### src/rtl/inst_prefetch_queue.sv
// Instruction prefetch queue: sequential word fetches over a req/ack bus, DEPTH-entry PC-tagged buffer.
// Define IPQ_BYPASS_EN to let an acknowledged word reach the core in the same cycle when the queue is empty.
module inst_prefetch_queue #(
    parameter int unsigned DEPTH    = 4,
    parameter logic [31:0] RESET_PC = 32'h0000_0000
) (
    input  logic        CK_REF,
    input  logic        RST_N,
    input  logic        HALT,
    input  logic        FLUSH,
    input  logic [31:0] FLUSH_ADDR,
    output logic        IMEM_REQ,
    output logic [31:0] IMEM_ADDR,
    input  logic        IMEM_ACK,
    input  logic [31:0] IMEM_RDATA,
    output logic        INST_VALID,
    output logic [31:0] INST_DATA,
    output logic [31:0] INST_PC,
    input  logic        INST_READY
);

    localparam int unsigned PW = $clog2(DEPTH);
    localparam int unsigned CW = PW + 1;

`ifdef IPQ_BYPASS_EN
    localparam bit BYPASS = 1'b1;
`else
    localparam bit BYPASS = 1'b0;
`endif

    typedef enum logic [1:0] {
        S_IDLE,
        S_REQ,
        S_DISCARD
    } state_t;

    state_t          state;
    logic [31:0]     fetch_pc;
    logic [31:0]     imem_addr_q;
    logic            imem_req_q;
    logic [PW-1:0]   rd_ptr;
    logic [PW-1:0]   wr_ptr;
    logic [CW-1:0]   count;
    logic [31:0]     mem_data [DEPTH];
    logic [31:0]     mem_pc   [DEPTH];

    logic            head_valid;
    logic            ack_live;
    logic            bypass_hit;
    logic            push;
    logic            pop;
    logic [CW-1:0]   count_next;
    logic [31:0]     fetch_pc_next;
    logic            issue_ok;

    // Only an ACK in REQ carries a live word; an ACK in DISCARD belongs to a flushed stream.
    always_comb begin
        head_valid = (count != '0);
        ack_live   = (state == S_REQ) && IMEM_ACK;
        bypass_hit = BYPASS && (count == '0) && ack_live && !FLUSH;
        pop        = head_valid && !HALT && INST_READY;
        push       = ack_live && !FLUSH && !(bypass_hit && !HALT && INST_READY);

        if (FLUSH) begin
            count_next = '0;
        end else begin
            count_next = count + CW'(push) - CW'(pop);
        end

        if (FLUSH) begin
            fetch_pc_next = FLUSH_ADDR & 32'hFFFF_FFFC;
        end else if (ack_live) begin
            fetch_pc_next = fetch_pc + 32'd4;
        end else begin
            fetch_pc_next = fetch_pc;
        end

        // The request about to issue becomes in flight, so the occupancy after this edge must leave room for it.
        issue_ok = !HALT && (count_next < CW'(DEPTH));
    end

    assign INST_VALID = (head_valid || bypass_hit) && !HALT;
    assign INST_DATA  = bypass_hit ? IMEM_RDATA : mem_data[rd_ptr];
    assign INST_PC    = bypass_hit ? fetch_pc   : mem_pc[rd_ptr];
    assign IMEM_REQ   = imem_req_q;
    assign IMEM_ADDR  = imem_addr_q;

    always_ff @(posedge CK_REF or negedge RST_N) begin
        if (!RST_N) begin
            for (int i = 0; i < int'(DEPTH); i++) begin
                mem_data[i] <= '0;
                mem_pc[i]   <= '0;
            end
            wr_ptr <= '0;
            rd_ptr <= '0;
            count  <= '0;
        end else begin
            if (push) begin
                mem_data[wr_ptr] <= IMEM_RDATA;
                mem_pc[wr_ptr]   <= fetch_pc;
                wr_ptr           <= wr_ptr + 1'b1;
            end
            // A pop in the flush cycle is already consumed by the core; snapping rd_ptr covers it.
            if (FLUSH) begin
                rd_ptr <= wr_ptr;
            end else if (pop) begin
                rd_ptr <= rd_ptr + 1'b1;
            end
            count <= count_next;
        end
    end

    always_ff @(posedge CK_REF or negedge RST_N) begin
        if (!RST_N) begin
            state       <= S_IDLE;
            imem_req_q  <= 1'b0;
            imem_addr_q <= RESET_PC;
            fetch_pc    <= RESET_PC;
        end else begin
            fetch_pc <= fetch_pc_next;
            case (state)
                S_IDLE: begin
                    if (issue_ok) begin
                        state       <= S_REQ;
                        imem_req_q  <= 1'b1;
                        imem_addr_q <= fetch_pc_next;
                    end
                end
                S_REQ: begin
                    if (IMEM_ACK) begin
                        if (issue_ok) begin
                            imem_addr_q <= fetch_pc_next;
                        end else begin
                            state      <= S_IDLE;
                            imem_req_q <= 1'b0;
                        end
                    end else if (FLUSH) begin
                        // The bus has no abort, so the stale request rides out to its ACK.
                        state <= S_DISCARD;
                    end
                end
                S_DISCARD: begin
                    if (IMEM_ACK) begin
                        state      <= S_IDLE;
                        imem_req_q <= 1'b0;
                    end
                end
                default: begin
                    state      <= S_IDLE;
                    imem_req_q <= 1'b0;
                end
            endcase
        end
    end

endmodule

### config.mk
export PLATFORM = sky130hd
export DESIGN_NAME = inst_prefetch_queue
export DESIGN_NICKNAME = d
export VERILOG_FILES = /design/src/rtl/inst_prefetch_queue.sv
export SDC_FILE = /design/constraint.sdc
export NUM_CORES = 1
export LEC_CHECK = 0
export ABC_AREA = 1
export CAP_MARGIN = 20
export CORE_MARGIN = 1
export CORE_UTILIZATION = 57
export CTS_CLUSTER_DIAMETER = 120
export DETAILED_ROUTE_END_ITERATION = 12
export PLACE_DENSITY = 0.8
export SLEW_MARGIN = 15
export SYNTH_ARGS = -nofsm -noshare
export SYNTH_HDL_FRONTEND = slang
export SYNTH_SLANG_ARGS = --single-unit
### constraint.sdc
create_clock -name CK_REF -period 3.4 [get_ports CK_REF]
set_clock_uncertainty 0.2 [all_clocks]
set_input_delay 0.68 -clock CK_REF [delete_from_list [all_inputs] [get_ports CK_REF]]
set_output_delay 0.68 -clock CK_REF [all_outputs]
set_load 0.03 [all_outputs]
=== Yosys cells after proc, flatten, opt, wreduce, memory -nomap -nowiden ===
Index checks and enable logic that the tools add are counted.
W data, S select, Z words.

* Add/subtract/negate cells: 5
* Order comparisons: 4
* Eq/ne operators: 8
* Multiplexer cells: 29
* Bitwise operators: 2
* Reduce and logical (&&, ||, !) cells: 15

{| class="wikitable"
|+ Operator list
! operator !! count
|-
| $mux W32 || 9
|-
| $bwmux W128 || 2
|-
| $bmux W32 S2 || 2
|-
| $demux W32 S2 || 1
|-
| $pmux W32 S2 || 1
|-
| $add A32 B3 Y32 const B || 1
|-
| $mux W2 || 7
|-
| $ne A2 B2 Y1 const B || 4
|-
| $reduce_and A4 Y1 || 2
|-
| $ge A3 B3 Y1 const B || 2
|-
| $logic_and A1 B1 Y1 || 6
|-
| $ne A3 B3 Y1 const B || 2
|-
| $not A2 Y3 || 2
|-
| $pmux W2 S3 || 1
|-
| $add A2 B1 Y2 const B || 2
|-
| $mux W1 || 4
|-
| $reduce_bool A2 Y1 || 2
|-
| $add A3 B1 Y3 || 1
|-
| $lt A3 B1 Y1 const B || 1
|-
| $lt A3 B3 Y1 const B || 1
|-
| $mux W3 || 1
|-
| $pmux W1 S3 || 1
|-
| $reduce_bool A3 Y1 || 1
|-
| $sub A3 B1 Y3 || 1
|-
| 5 further kinds || 6
|}

* Register bits after elaboration: 330
* Output and inout port bits: 98
* Word-level logic and storage cells: 78

=== Depth between registers and ports, before layout ===
* Depth in word-level cells: 11
* Mapped depth: 20
* Depth with buffers taken out: 19

=== Worst setup path before layout ===
No wires, ideal clock.

* Kind: input to register
* Start point: input HALT
* End point: register imem_addr_q[11], in the netlist IMEM_ADDR[11]
* Setup time: 0.117 ns
* Data arrival time: 2.978 ns
* Required time: 3.083 ns
* Setup slack: 0.105 ns
* Stages on the path: 17
* Path through: nor2_1 nand2_1 inv_1 ha_1 inv_1 ha_1 inv_1 fa_1 inv_1 nand2_1 nand3_1 nand2_1 nor2_2 inv_1 buf_2 nand2_1 nand2_1

* Word-level cells in the longest chain between the ends: 10

{| class="wikitable"
|+ Ends and longest elaborated chain
! what !! RTL line !! source
|-
| start, declared || 9 || <nowiki>input logic HALT,</nowiki>
|-
| $logic_not A1 Y1 (*) || 61, 79 ||
|-
| $logic_and A1 B1 Y1 (2 in series) || 61 || <nowiki>pop = head_valid && !HALT && INST_READY;</nowiki>
|-
| $sub A3 B1 Y3 || 67 || <nowiki>count_next = count + CW'(push) - CW'(pop);</nowiki>
|-
| $mux W3 || 64 || <nowiki>if (FLUSH) begin</nowiki>
|-
| $lt A3 B3 Y1 || 79 || <nowiki>issue_ok = !HALT && (count_next < CW'(DEPTH));</nowiki>
|-
| $logic_and A1 B1 Y1 (*) || 79 ||
|-
| $mux W32 (*) || - ||
|-
| $mux W32 || - ||
|-
| $pmux W32 S2 (*) || - ||
|-
| end signal, assigned || 126 || <nowiki>imem_addr_q <= fetch_pc_next;</nowiki>
|-
| end signal, assigned || 132 || <nowiki>imem_addr_q <= fetch_pc_next;</nowiki>
|-
| end, declared || 39 || <nowiki>logic [31:0] imem_addr_q;</nowiki>
|}

Mark *: on every way between the ends. The rest lies on a longest branch, timed or not. The select of a mux whose other input is x is not followed.
A chain may end at the register's enable or synchronous reset.

=== Final worst setup path ===
* Start point: register rd_ptr[0]
* End point: output INST_PC[19]

* Word-level cells in the longest chain between the ends: 4

{| class="wikitable"
|+ Ends and longest elaborated chain
! what !! RTL line !! source
|-
| start, declared || 41 || <nowiki>logic [PW-1:0] rd_ptr;</nowiki>
|-
| start signal, assigned || 105 || <nowiki>rd_ptr <= wr_ptr;</nowiki>
|-
| start signal, assigned || 107 || <nowiki>rd_ptr <= rd_ptr + 1'b1;</nowiki>
|-
| $not A2 Y3 (not written as such) || 84 || <nowiki>assign INST_PC = bypass_hit ? fetch_pc : mem_pc[rd_ptr];</nowiki>
|-
| $bmux W32 S2 || 84 ||
|-
| $mux W32 (not written as such) (2 in series) || 84 ||
|-
| end, declared || 18 || <nowiki>output logic [31:0] INST_PC,</nowiki>
|}

No other way between the ends. The select of a mux whose other input is x is not followed.

==> impl_metrics.py <==
metrics = {
    "yosys": {
        "synth_cells": 1763,
        "synth_fp_nets": 1841,
        "synth-seq-cells": 330,
        "async_flop_share_pct": 100,
        "synth.avg_cell_area_um2": 8.53,
        "yosysSeqAreaShare_pct": 54.9,
        "synth_edf_count": 0,
        "synth_cell_type_count": 34,
        "ys_warn_count": 0,
        "synth_area_mm2": 0.0150,
        "ys_dominant_reg_cell": "sky130_fd_sc_hd__dfrtp_1",
    },
    "clock_network": {
        "clock_tree.buffer_depth": 3,
        "clk_latency_ps": 510,
        "cts_tree": "done",
        "post-cts-setup-buffers": 0,
        "h_tree_depth_reported_by_cts": 2,
        "worst_setup_hold_path_clk_slew_ps": 60,
        "root_buffer": "sky130_fd_sc_hd__clkbuf_16",
        "cts-buffers-inserted": 36,
        "clkSinkCount": 330,
    },
    "sta": {
        "setup_violations": 0,
        "post-route-min-period_ps": 3250,
        "setup_repair_after_global_routing_missed_its_margin": "no",
        "slew_violations": 0,
        "relative_slew_slack_pct": 52.6,
        "finalWorstSetupSlack_ps": 152,
        "finalHoldWorstSlack_ps": -15.5,
        "timing.fmax_ghz": 0.308,
        "period_utilization_pct": 95.5,
        "worst-slew-pin-transition_ps": 712,
        "final.setup.tns_ps": 0,
        "final-hold-violation-count": 9,
    },
    "pwr": {
        "p_leak_nw": 8.64,
        "vdd_drop_max_mv": 0.616,
        "cellPowerDensity_mw_per_mm2": 969,
        "fin_total_pwr_mw": 17.6,
    },
    "final_layout": {
        "final_core_utilization_pct": 69.8,
        "area_growth_syn_to_layout_pct": 20.7,
        "layout.cells.non_filler": 2255,
        "drive_gt1_share_pct": 10.6,
        "n_fill_cell": 2020,
        "finish.net_count": 1973,
        "insertedDiodeCount": 0,
    },
    "die": {
        "io-pin-count": 168,
        "floorplan.core_area_mm2": 0.0260,
        "floorplan.initialDensity_pct": 57.8,
        "die_w_um": 164,
        "die_height_um": 164,
        "rows": 59,
        "die_outline_area_mm2": 0.0270,
    },
    "route": {
        "detail_route.first_pass.iterations": 11,
        "topRoutingLayerUsed": "met4",
        "via_count": 12800,
        "wl_met1_um": 16400,
        "vias_per_cell": 5.65,
        "drt-total-wl_um": 37000,
        "route.antenna.remaining_nets": 0,
        "met3_wirelength_um": 2450,
        "detail_route.drc_violations": 2,
        "wire_per_inst_um": 16.4,
        "met2WireLength_um": 17400,
        "drt_first_iter_violations": 1257,
    },
    "run_status": {
        "run_status": "finished, violations left",
        "violated_checks": "DRC, hold timing",
    },
    "setup_path": {
        "cp.required_ps": 2520,
        "worstSetupPathType": "flop to primary output",
        "crit_arrival_ps": 2370,
        "critical_path.startpoint_type": "flop",
        "worst-path-max-fanout": 32,
        "timing.critical_path.to_type": "primary output",
    },
    "grt": {
        "grt_start_max_net_pins": 111,
        "gr-usage-all-layers_pct": 28.5,
        "grt_pass1_vias": 12200,
        "gr-total-overflow": 0,
        "global_route_wire_length_before_repair_um": 61200,
        "antenna_violations_before_repair": 0,
    },
    "place": {
        "gpl.final_weighted_congestion": 0.881,
        "numPortBuffers": 165,
        "numPlacedInstances": 2192,
        "post-dp-hpwl_um": 23500,
        "place_worst_setup_slack_ps": -240,
    },
    "flow_run": {
        "cap_viol_max_count": 0,
    },
    "hold_path": {
        "worst_hold_path_type": "primary input to async pin",
    },
}
kinds of logic (layout without fill, tap and decap cells):
group,count (synthesis),after routing,share of synthesized area (%)
adders and majority gates,8,8,0.716
buffers and inverters,211,368,7.06
and+or+nand+nor,718,718,19.8
AOI/OAI and AO/OA,486,486,16.9
xor gates and xnor gates,10,10,0.583
DFF,330,330,54.9
state kept, by name, indices dropped and copies added, names as in the netlist:
signal,cells
mem_pc,128
mem_data,128
IMEM_ADDR,32
fetch_pc,32
IMEM_REQ,1
state,2
rd_ptr,2
count,3
wr_ptr,2
Yosys cell counts (all sizes together) (7+ instances only):
cell type | instances | share of area [%]
a21boi | 7 | 0.35
buf | 70 | 3.5
clkbuf | 42 | 1.0
dfrtp | 330 | 55
ha | 7 | 0.58
inv | 99 | 2.5
nand2 | 455 | 11
nand3 | 50 | 2.0
nand4 | 10 | 0.42
nor2 | 180 | 5.0
o21ai | 408 | 14
o22ai | 64 | 2.7
or2 | 11 | 0.46
xor2 | 10 | 0.58
layout by cell type, fill, tap and decap left out, types with 4 or more instances in the layout:
cell / n
sky130_fd_sc_hd__nor2_4: 6
sky130_fd_sc_hd__o21ai_0: 375
sky130_fd_sc_hd__nand2_2: 4
sky130_fd_sc_hd__clkbuf_16: 37
sky130_fd_sc_hd__buf_12: 31
sky130_fd_sc_hd__nor2_2: 7
sky130_fd_sc_hd__nand4_1: 10
sky130_fd_sc_hd__a21oi_1: 4
sky130_fd_sc_hd__nor3_1: 5
sky130_fd_sc_hd__ha_1: 7
sky130_fd_sc_hd__xor2_1: 10
sky130_fd_sc_hd__nand2_1: 447
sky130_fd_sc_hd__clkinv_2: 4
sky130_fd_sc_hd__buf_4: 72
sky130_fd_sc_hd__clkbuf_1: 10
sky130_fd_sc_hd__dfrtp_1: 328
sky130_fd_sc_hd__clkdlybuf4s50_1: 100
sky130_fd_sc_hd__nand2_4: 4
sky130_fd_sc_hd__o21ai_1: 31
sky130_fd_sc_hd__clkbuf_8: 8
sky130_fd_sc_hd__nor2_1: 166
sky130_fd_sc_hd__nand3_2: 4
sky130_fd_sc_hd__o22ai_1: 64
sky130_fd_sc_hd__or2_2: 11
sky130_fd_sc_hd__and2_1: 6
sky130_fd_sc_hd__nand3_1: 44
sky130_fd_sc_hd__a21boi_0: 5
sky130_fd_sc_hd__inv_1: 96
final timing paths:
check                                                  to  slack [ps]                     start  depth (start not counted)
max in group asynchronous        mem_data[13]$_DFFE_PN0P_        2190                     RST_N                          2
worst min register to register   mem_data[80]$_DFFE_PN0P_         280  mem_data[80]$_DFFE_PN0P_                          2
min in group CK_REF              mem_data[80]$_DFFE_PN0P_         280  mem_data[80]$_DFFE_PN0P_                          2
worst max-delay path                          INST_PC[19]         150     rd_ptr[0]$_DFFE_PN0P_                          5
worst max register to register  IMEM_ADDR[24]$_DFFE_PN0P_         450        count[1]$_DFF_PN0_                         19
worst min-delay path            mem_data[106]$_DFFE_PN0P_         -20                     RST_N                          1
per-stage QoR:
| stage | hold slack [ps] | area (µm²) |
|---|---|---|
| 2_1_floorplan | 184 | 15000 |
| 3_3_place_gp | 260 | 17000 |
| 3_5_place_dp | 267 | 17000 |
| 4_1_cts | 10.4 | 18100 |
| 5_1_grt | 37.5 | 18100 |
| 6_report | -15.5 | 18100 |
where the power goes:
part           switching, mW  total [mW]  internal [mW]
Sequential             0.871        6.35           5.48
Combinational           4.48        7.47           2.99
Clock                   1.50        3.75           2.25
Total                   6.86        17.6           10.7
critical path: stages (launching register included):
cell and delay (ps):
sky130_fd_sc_hd__dfrtp_4 520, sky130_fd_sc_hd__buf_4 320, sky130_fd_sc_hd__buf_6 300, sky130_fd_sc_hd__o21ai_0 130, sky130_fd_sc_hd__o22ai_1 350, sky130_fd_sc_hd__buf_4 240
layout make-up:
class                      count  area (µm²)  area share (%)
clock buffer                  55        1070            5.92
clock inverter                 8        73.8           0.407
timing repair buffer         206        2200            12.1
tap                          335         419            2.31
inverter                      99         374            2.06
multi-input combinational   1222        5740            31.6
sequential                   330        8260            45.5
routing by layer:
layer  track usage [%]  vias up
met2              46.1      489
met1              40.6     6152
li1                  -     6049
met3              4.19       61
met5                 0        -
met4              7.21        0
repair_timing:
action	in CTS	in global routing
gates resized for setup	0	2
setup endpoints to repair	0	4
hold buffers	0	0
No activity file was read; power rests on OpenSTA's default activity.
